--- src/rtl/dmem_arb_pkg.sv ---
// Shared types for the DataMemory arbiter: FSM state encoding, default widths,
// and the latched request record.
package dmem_arb_pkg;

  localparam int ADDR_W_DEF = 8;
  localparam int DATA_W_DEF = 8;
  // Wide enough for RD_LAT up to 7.
  localparam int CNT_W      = 3;

  typedef enum logic [1:0] {
    IDLE   = 2'd0,
    ACCESS = 2'd1,
    WAIT   = 2'd2
  } state_e;

  typedef struct packed {
    logic                  we;
    logic [ADDR_W_DEF-1:0] adr;
    logic [DATA_W_DEF-1:0] wdata;
  } req_t;

endpackage

--- src/rtl/dmem_arbiter_if.sv ---
// Bundle of both requester ports plus the DataMemory bus. The slave modport is
// the arbiter's view; the master modport is the requesters-plus-memory side.
interface dmem_arbiter_if
  import dmem_arb_pkg::*;
#(
  parameter int ADDR_W = ADDR_W_DEF,
  parameter int DATA_W = DATA_W_DEF
);
  logic              req0, we0, gnt0, rvalid0;
  logic [ADDR_W-1:0] adr0;
  logic [DATA_W-1:0] wdata0, rdata0;

  logic              req1, we1, gnt1, rvalid1;
  logic [ADDR_W-1:0] adr1;
  logic [DATA_W-1:0] wdata1, rdata1;

  logic [ADDR_W-1:0] adr;
  logic [DATA_W-1:0] datain, dataout;
  logic              w, r;

  modport slave (
    input  req0, we0, adr0, wdata0, req1, we1, adr1, wdata1, dataout,
    output gnt0, rvalid0, rdata0, gnt1, rvalid1, rdata1, adr, datain, w, r
  );

  modport master (
    output req0, we0, adr0, wdata0, req1, we1, adr1, wdata1, dataout,
    input  gnt0, rvalid0, rdata0, gnt1, rvalid1, rdata1, adr, datain, w, r
  );
endinterface

--- src/rtl/dmem_rr_sel.sv ---
// Two-way request picker producing a one-hot grant. Defining
// DMEM_ARB_FIXED_PRIO_EN ignores the pointer and always favours port 0.
module dmem_rr_sel (
  input  logic       req0_i,
  input  logic       req1_i,
  input  logic       rr_ptr_i,
  output logic [1:0] gnt_o
);

`ifdef DMEM_ARB_FIXED_PRIO_EN
  logic unused_rr_ptr;
  assign unused_rr_ptr = rr_ptr_i;
  assign gnt_o[0]      = req0_i;
  assign gnt_o[1]      = req1_i & ~req0_i;
`else
  // rr_ptr_i names the port that wins a tie.
  assign gnt_o[0] = req0_i & (~req1_i | ~rr_ptr_i);
  assign gnt_o[1] = req1_i & (~req0_i |  rr_ptr_i);
`endif

endmodule

--- src/rtl/dmem_arbiter.sv ---
// Two-port arbiter/sequencer for a single-port DataMemory with RD_LAT read latency.
// Round-robin by default; define DMEM_ARB_FIXED_PRIO_EN for fixed port-0 priority.
module dmem_arbiter
  import dmem_arb_pkg::*;
#(
  parameter int ADDR_W = ADDR_W_DEF,
  parameter int DATA_W = DATA_W_DEF,
  parameter int RD_LAT = 1
) (
  input logic           clk,
  input logic           rst_n,
  dmem_arbiter_if.slave bus
);

  state_e            state_q, state_d;
  req_t              req_q, req_d;
  logic              rr_q, rr_d;
  logic              owner_q, owner_d;
  logic [CNT_W-1:0]  cnt_q, cnt_d;
  logic              rvalid0_q, rvalid0_d, rvalid1_q, rvalid1_d;
  logic [DATA_W-1:0] rdata0_q, rdata1_q;
  logic [1:0]        pick;
  logic              sample;

  dmem_rr_sel u_sel (
    .req0_i  (bus.req0),
    .req1_i  (bus.req1),
    .rr_ptr_i(rr_q),
    .gnt_o   (pick)
  );

  // NOTE: every signal written here gets a default first, so no path can infer a latch.
  always_comb begin
    state_d   = state_q;
    req_d     = req_q;
    rr_d      = rr_q;
    owner_d   = owner_q;
    cnt_d     = cnt_q;
    rvalid0_d = 1'b0;
    rvalid1_d = 1'b0;
    sample    = 1'b0;
    case (state_q)
      IDLE: begin
        if (pick != 2'b00) begin
          owner_d = pick[1];
          rr_d    = ~pick[1];
          req_d   = pick[1] ? '{we: bus.we1, adr: bus.adr1, wdata: bus.wdata1}
                            : '{we: bus.we0, adr: bus.adr0, wdata: bus.wdata0};
          state_d = ACCESS;
        end
      end
      ACCESS: begin
        if (req_q.we) begin
          state_d = IDLE;
        end else begin
          state_d = WAIT;
          cnt_d   = CNT_W'(RD_LAT);
        end
      end
      WAIT: begin
        cnt_d = cnt_q - CNT_W'(1);
        // Last latency cycle: dataout is valid now, pulse rvalid in the following IDLE.
        if (cnt_q == CNT_W'(1)) begin
          sample    = 1'b1;
          state_d   = IDLE;
          rvalid0_d = ~owner_q;
          rvalid1_d = owner_q;
        end
      end
      default: state_d = IDLE;
    endcase
  end

  // NOTE: non-blocking assignments so every register updates from pre-edge values.
  always_ff @(posedge clk) begin
    if (!rst_n) begin
      state_q   <= IDLE;
      req_q     <= '0;
      rr_q      <= 1'b0;
      owner_q   <= 1'b0;
      cnt_q     <= '0;
      rvalid0_q <= 1'b0;
      rvalid1_q <= 1'b0;
      rdata0_q  <= '0;
      rdata1_q  <= '0;
    end else begin
      state_q   <= state_d;
      req_q     <= req_d;
      rr_q      <= rr_d;
      owner_q   <= owner_d;
      cnt_q     <= cnt_d;
      rvalid0_q <= rvalid0_d;
      rvalid1_q <= rvalid1_d;
      if (sample && !owner_q) rdata0_q <= bus.dataout;
      if (sample &&  owner_q) rdata1_q <= bus.dataout;
    end
  end

  assign bus.gnt0    = (state_q == IDLE) & pick[0];
  assign bus.gnt1    = (state_q == IDLE) & pick[1];
  assign bus.adr     = req_q.adr;
  assign bus.datain  = req_q.wdata;
  assign bus.w       = (state_q == ACCESS) &  req_q.we;
  assign bus.r       = (state_q == ACCESS) & ~req_q.we;
  assign bus.rvalid0 = rvalid0_q;
  assign bus.rvalid1 = rvalid1_q;
  assign bus.rdata0  = rdata0_q;
  assign bus.rdata1  = rdata1_q;

endmodule

--- src/flat_wrapper.sv ---
// flat-port wrapper written by rule: the top's interface ports become plain ports
module dmem_arbiter_flat import dmem_arb_pkg::*;
#(
  parameter int ADDR_W = ADDR_W_DEF,
  parameter int DATA_W = DATA_W_DEF,
  parameter int RD_LAT = 1
)
  (clk, rst_n, bus_req0, bus_we0, bus_adr0, bus_wdata0, bus_req1, bus_we1, bus_adr1, bus_wdata1, bus_dataout, bus_gnt0, bus_rvalid0, bus_rdata0, bus_gnt1, bus_rvalid1, bus_rdata1, bus_adr, bus_datain, bus_w, bus_r);
  dmem_arbiter_if #(.ADDR_W(ADDR_W), .DATA_W(DATA_W)) bus_i ();
  input logic clk;
  input logic rst_n;
  input wire logic [$bits(bus_i.req0)-1:0] bus_req0;
  input wire logic [$bits(bus_i.we0)-1:0] bus_we0;
  input wire logic [$bits(bus_i.adr0)-1:0] bus_adr0;
  input wire logic [$bits(bus_i.wdata0)-1:0] bus_wdata0;
  input wire logic [$bits(bus_i.req1)-1:0] bus_req1;
  input wire logic [$bits(bus_i.we1)-1:0] bus_we1;
  input wire logic [$bits(bus_i.adr1)-1:0] bus_adr1;
  input wire logic [$bits(bus_i.wdata1)-1:0] bus_wdata1;
  input wire logic [$bits(bus_i.dataout)-1:0] bus_dataout;
  output wire logic [$bits(bus_i.gnt0)-1:0] bus_gnt0;
  output wire logic [$bits(bus_i.rvalid0)-1:0] bus_rvalid0;
  output wire logic [$bits(bus_i.rdata0)-1:0] bus_rdata0;
  output wire logic [$bits(bus_i.gnt1)-1:0] bus_gnt1;
  output wire logic [$bits(bus_i.rvalid1)-1:0] bus_rvalid1;
  output wire logic [$bits(bus_i.rdata1)-1:0] bus_rdata1;
  output wire logic [$bits(bus_i.adr)-1:0] bus_adr;
  output wire logic [$bits(bus_i.datain)-1:0] bus_datain;
  output wire logic [$bits(bus_i.w)-1:0] bus_w;
  output wire logic [$bits(bus_i.r)-1:0] bus_r;
  assign bus_i.req0 = bus_req0;
  assign bus_i.we0 = bus_we0;
  assign bus_i.adr0 = bus_adr0;
  assign bus_i.wdata0 = bus_wdata0;
  assign bus_i.req1 = bus_req1;
  assign bus_i.we1 = bus_we1;
  assign bus_i.adr1 = bus_adr1;
  assign bus_i.wdata1 = bus_wdata1;
  assign bus_i.dataout = bus_dataout;
  assign bus_gnt0 = bus_i.gnt0;
  assign bus_rvalid0 = bus_i.rvalid0;
  assign bus_rdata0 = bus_i.rdata0;
  assign bus_gnt1 = bus_i.gnt1;
  assign bus_rvalid1 = bus_i.rvalid1;
  assign bus_rdata1 = bus_i.rdata1;
  assign bus_adr = bus_i.adr;
  assign bus_datain = bus_i.datain;
  assign bus_w = bus_i.w;
  assign bus_r = bus_i.r;
  dmem_arbiter #(.ADDR_W(ADDR_W), .DATA_W(DATA_W), .RD_LAT(RD_LAT)) u_core (.clk(clk), .rst_n(rst_n), .bus(bus_i));
endmodule
--- config.mk ---
export PLATFORM = sky130hd
export DESIGN_NAME = dmem_arbiter_flat
export DESIGN_NICKNAME = d
export VERILOG_FILES = /design/src/rtl/dmem_arb_pkg.sv /design/src/rtl/dmem_arbiter_if.sv /design/src/rtl/dmem_rr_sel.sv /design/src/rtl/dmem_arbiter.sv /design/src/flat_wrapper.sv
export SDC_FILE = /design/constraint.sdc
export NUM_CORES = 1
export LEC_CHECK = 0
export CAP_MARGIN = 0
export CORE_MARGIN = 5
export CORE_UTILIZATION = 45
export CTS_BUF_LIST = sky130_fd_sc_hd__clkbuf_4 sky130_fd_sc_hd__clkbuf_8
export CTS_CLUSTER_SIZE = 28
export DETAILED_ROUTE_END_ITERATION = 7
export GPL_ROUTABILITY_DRIVEN = 0
export PLACE_DENSITY_LB_ADDON = 0.2
export SLEW_MARGIN = 40
export SYNTH_ARGS = -nofsm -noshare
export SYNTH_HDL_FRONTEND = slang
export SYNTH_SLANG_ARGS = --single-unit
--- constraint.sdc ---
create_clock -name clk -period 1.53 [get_ports clk]
set_input_delay 0.306 -clock clk [delete_from_list [all_inputs] [get_ports clk]]
set_output_delay 0.306 -clock clk [all_outputs]
set_load 0.02 [all_outputs]
==> out/results.ini <==
[global_route]
grtUsageMet2 = 0.2688
grt_pass1_vias = 1841
antenna_found_initial = 0
grt_usage = 0.1658
grt_overflow_total = 0
met3_usage = 0.06885
grt_use_met1 = 0.2035
grt_pass1_wl_um = 8376
top_usage_layer = met2
grt_max_degree = 36

[worst_hold_path]
holdPathStages = 2
hp-class = reg2reg
hold-path-endpoint = u_core.bus.rdata0[5]
min-delay-start = u_core.bus.rdata0[5]

[finish]
diodes = 0
fillCellCount = 399
drive_gt1_frac = 0.1875
seqCellArea_um2 = 843.3
multi_input_area_mm2 = 0.001104
area_growth_pct = 43.49
final_net_count = 351
instances_no_fill = 371

[status]
status = finished with violations
violations = negative setup slack

[power_and_ir_drop]
p_int_uw = 2087
p_per_area_mw_per_mm2 = 923.5
p_switching_uw = 818.0
seq_power_share = 0.425
power_frac_comb = 0.292
p_sw_frac = 0.2816
finalPower_uw = 2905
p_clk_frac = 0.283
p_leak_uw = 0.001527
vdd_drop_max_mv = 0.6192

[cts]
cts_made_buffers = 5
clkSinkCount = 42
cts_tree = yes
cts_max_path_buffers = 2
clock_latency_ps = 290
cts.reportedPaths.clkPinSlew_ps = 80
htreeDepth = 2
cts_root_buf = clkbuf_8

[sta]
tightest_slew_ps = 324.9
timing.fmax_mhz = 631.9
rsz0062_at_grt = yes
post-route-min-period_ps = 1582
max_slew_margin = 0.7778
setup_ws_ps = -52.50
fin_crit_sh = 1.034
slew_viol_final = 0
setup_violations = 1
hold_viol = 0
fin_skew_ps = 6.335

[placed_design]
dp_cells = 363
io_buffers = 83
post-dp-hpwl_um = 3822
pre_cts_slack_ps = -790.7

[synth]
synth_top_family_by_area = compound AO/OA/AOI/OAI gates
yosysTopAreaCell = dfxtp_1
postSynthCellCount = 227
synthFlopType = dfxtp_1
synth_compound_area_frac = 0.2563
synthXorXnorAreaFrac = 0
synth.area.top_cells = dfxtp_1 (38%), o311a_1 (7.8%), mux2i_1 (7.3%)
syn_area_mm2 = 0.002192
ys_ff_latch = 42
synth-simple-area-share = 0.1495
synth_top_area_frac = 0.3836
synth_edf_count = 0
synthMuxAreaShare = 0.07306
postSynthAreaPerCell_um2 = 9.657
async_flop_share = 0
synth_warnings = 0
syn_nets = 275
synth_cell_type_count = 36
synth-seq-area-share = 0.3836
synth_fa_ha_area_frac = 0.01142

[worst_setup_path]
r2r-start = u_core.state_q[1]
cp-start-kind = register
r2r_cells = 5
cp.required_ps = 1220
end_kind = primary output
cp_max_fo = 2
worst_ep_arrival_time_ps = 1280
r2r-end = u_core.bus.rdata0[0]
path_class = reg2out
r2r_slack_ps = 90

[route]
via_per_inst = 5.030
wl_um = 5156
drt_pass1_iterations = 4
wl_per_cell_um = 13.90
via_count = 1866
drtIter0Drc = 56
drc = 0
antenna_left = 0

[die]
die_w_um = 79.80
coreArea_mm2 = 0.004723
boundaryPins = 84
die_y_um = 79.80
die_area_mm2 = 0.006367
rows = 25
start_util = 0.4641

[flow_run]
cap_violations = 0

-- synthesized netlist by cell type, types with 5 or more instances --
master and count:
nand2_1 25, and3_1 18, o311a_1 17, o21ai_0 5
dfxtp_1 42, mux2i_1 16, buf_4 19, inv_1 5
a21oi_1 6, o21bai_1 7, clkbuf_1 8, a21boi_0 17
o21bai_2 10
-- worst max-delay path, stage by stage, from the launching register on --
cell and delay (ps):
dfxtp_2 330, or3b_4 390, a21oi_2 130, buf_6 130
-- state kept, by name, indices dropped and copies added (netlist names) --
name	cells
u_core.rr_q	1
u_core.bus.rdata0	8
u_core.bus.adr	8
u_core.state_q	2
u_core.bus.rvalid1	1
u_core.owner_q	1
u_core.bus.datain	8
u_core.req_q	1
u_core.cnt_q	3
u_core.bus.rdata1	8
u_core.bus.rvalid0	1
-- how the worst max path moves through the flow --
stage | start | end | slack [ps] | cells after the start
floorplan | u_core.state_q[1] | bus_gnt0 | 80 | 3
global route | u_core.state_q[0] | bus_gnt0 | -90 | 3
CTS | u_core.state_q[0] | bus_gnt0 | -60 | 3
detailed placement | bus_req0 | bus_gnt0 | -790 | 4
finish | u_core.state_q[0] | bus_gnt0 | -50 | 3
global placement | bus_req0 | bus_gnt0 | -770 | 4
-- power by group through the flow --
stage | clock network (uW) | logic, uW | registers [uW]
6_report | 822 | 848 | 1230
5_1_grt | 901 | 925 | 1250
4_1_cts | 842 | 843 | 1230
3_5_place_dp | 0 | 884 | 1260
3_3_place_gp | 0 | 875 | 1250
2_1_floorplan | 0 | 605 | 1250
-- cell usage in the layout (no fill, tap or decap), types with 5 or more instances in the layout --
cell / instances
a21oi_1: 5
nand2_1: 25
o21bai_2: 10
buf_4: 20
clkbuf_8: 8
and3_1: 18
dlygate4sd2_1: 33
inv_1: 5
o311a_1: 17
mux2i_1: 16
o21ai_0: 5
clkdlybuf4s50_1: 43
o21bai_1: 7
a21boi_0: 17
dfxtp_1: 40
-- routing by layer --
| metal | up-vias | share of wire |
|---|---|---|
| met3 | 6 | 0.087 |
| li1 | 948 | - |
| met5 | - | 0 |
| met2 | 56 | 0.47 |
| met1 | 856 | 0.43 |
| met4 | 0 | 0.0097 |
-- through the flow --
step / hold WS, ps / area [um2] / util / TNS, ps
floorplan: 467.5 / 2196 / - / 0
global placement: 443.4 / 3037 / 0.6429 / -7569
detailed placement: 451.3 / 3037 / 0.6429 / -8089
CTS: 461.0 / 3108 / 0.6580 / -158.7
global route: 480.6 / 3146 / 0.6660 / -92.74
finish: 457.9 / 3146 / 0.6660 / -52.50
-- kinds of logic after synthesis --
logic type | after synthesis
muxes | 16
DFF | 42
AOI/OAI and AO/OA | 67
buffers and inverters | 41
and+or+nand+nor | 59
adders and majority gates | 2
-- final cells by class --
type / instances / share of cell area
Multi-Input combinational cell: 144 / 0.3508
Timing Repair Buffer: 105 / 0.3134
Tap cell: 67 / 0.02665
Clock buffer: 8 / 0.03500
Sequential cell: 42 / 0.2681
Inverter: 5 / 0.005967
-- repair_timing --
| item | CTS | global route |
|---|---|---|
| setup buffers | 0 | 0 |
| pin swaps | 0 | 0 |
| endpoints found under the setup margin | 53 | 22 |
| hold buffers | 0 | 0 |
| resized for setup | 57 | 10 |
(Power assumes the default switching activity.)
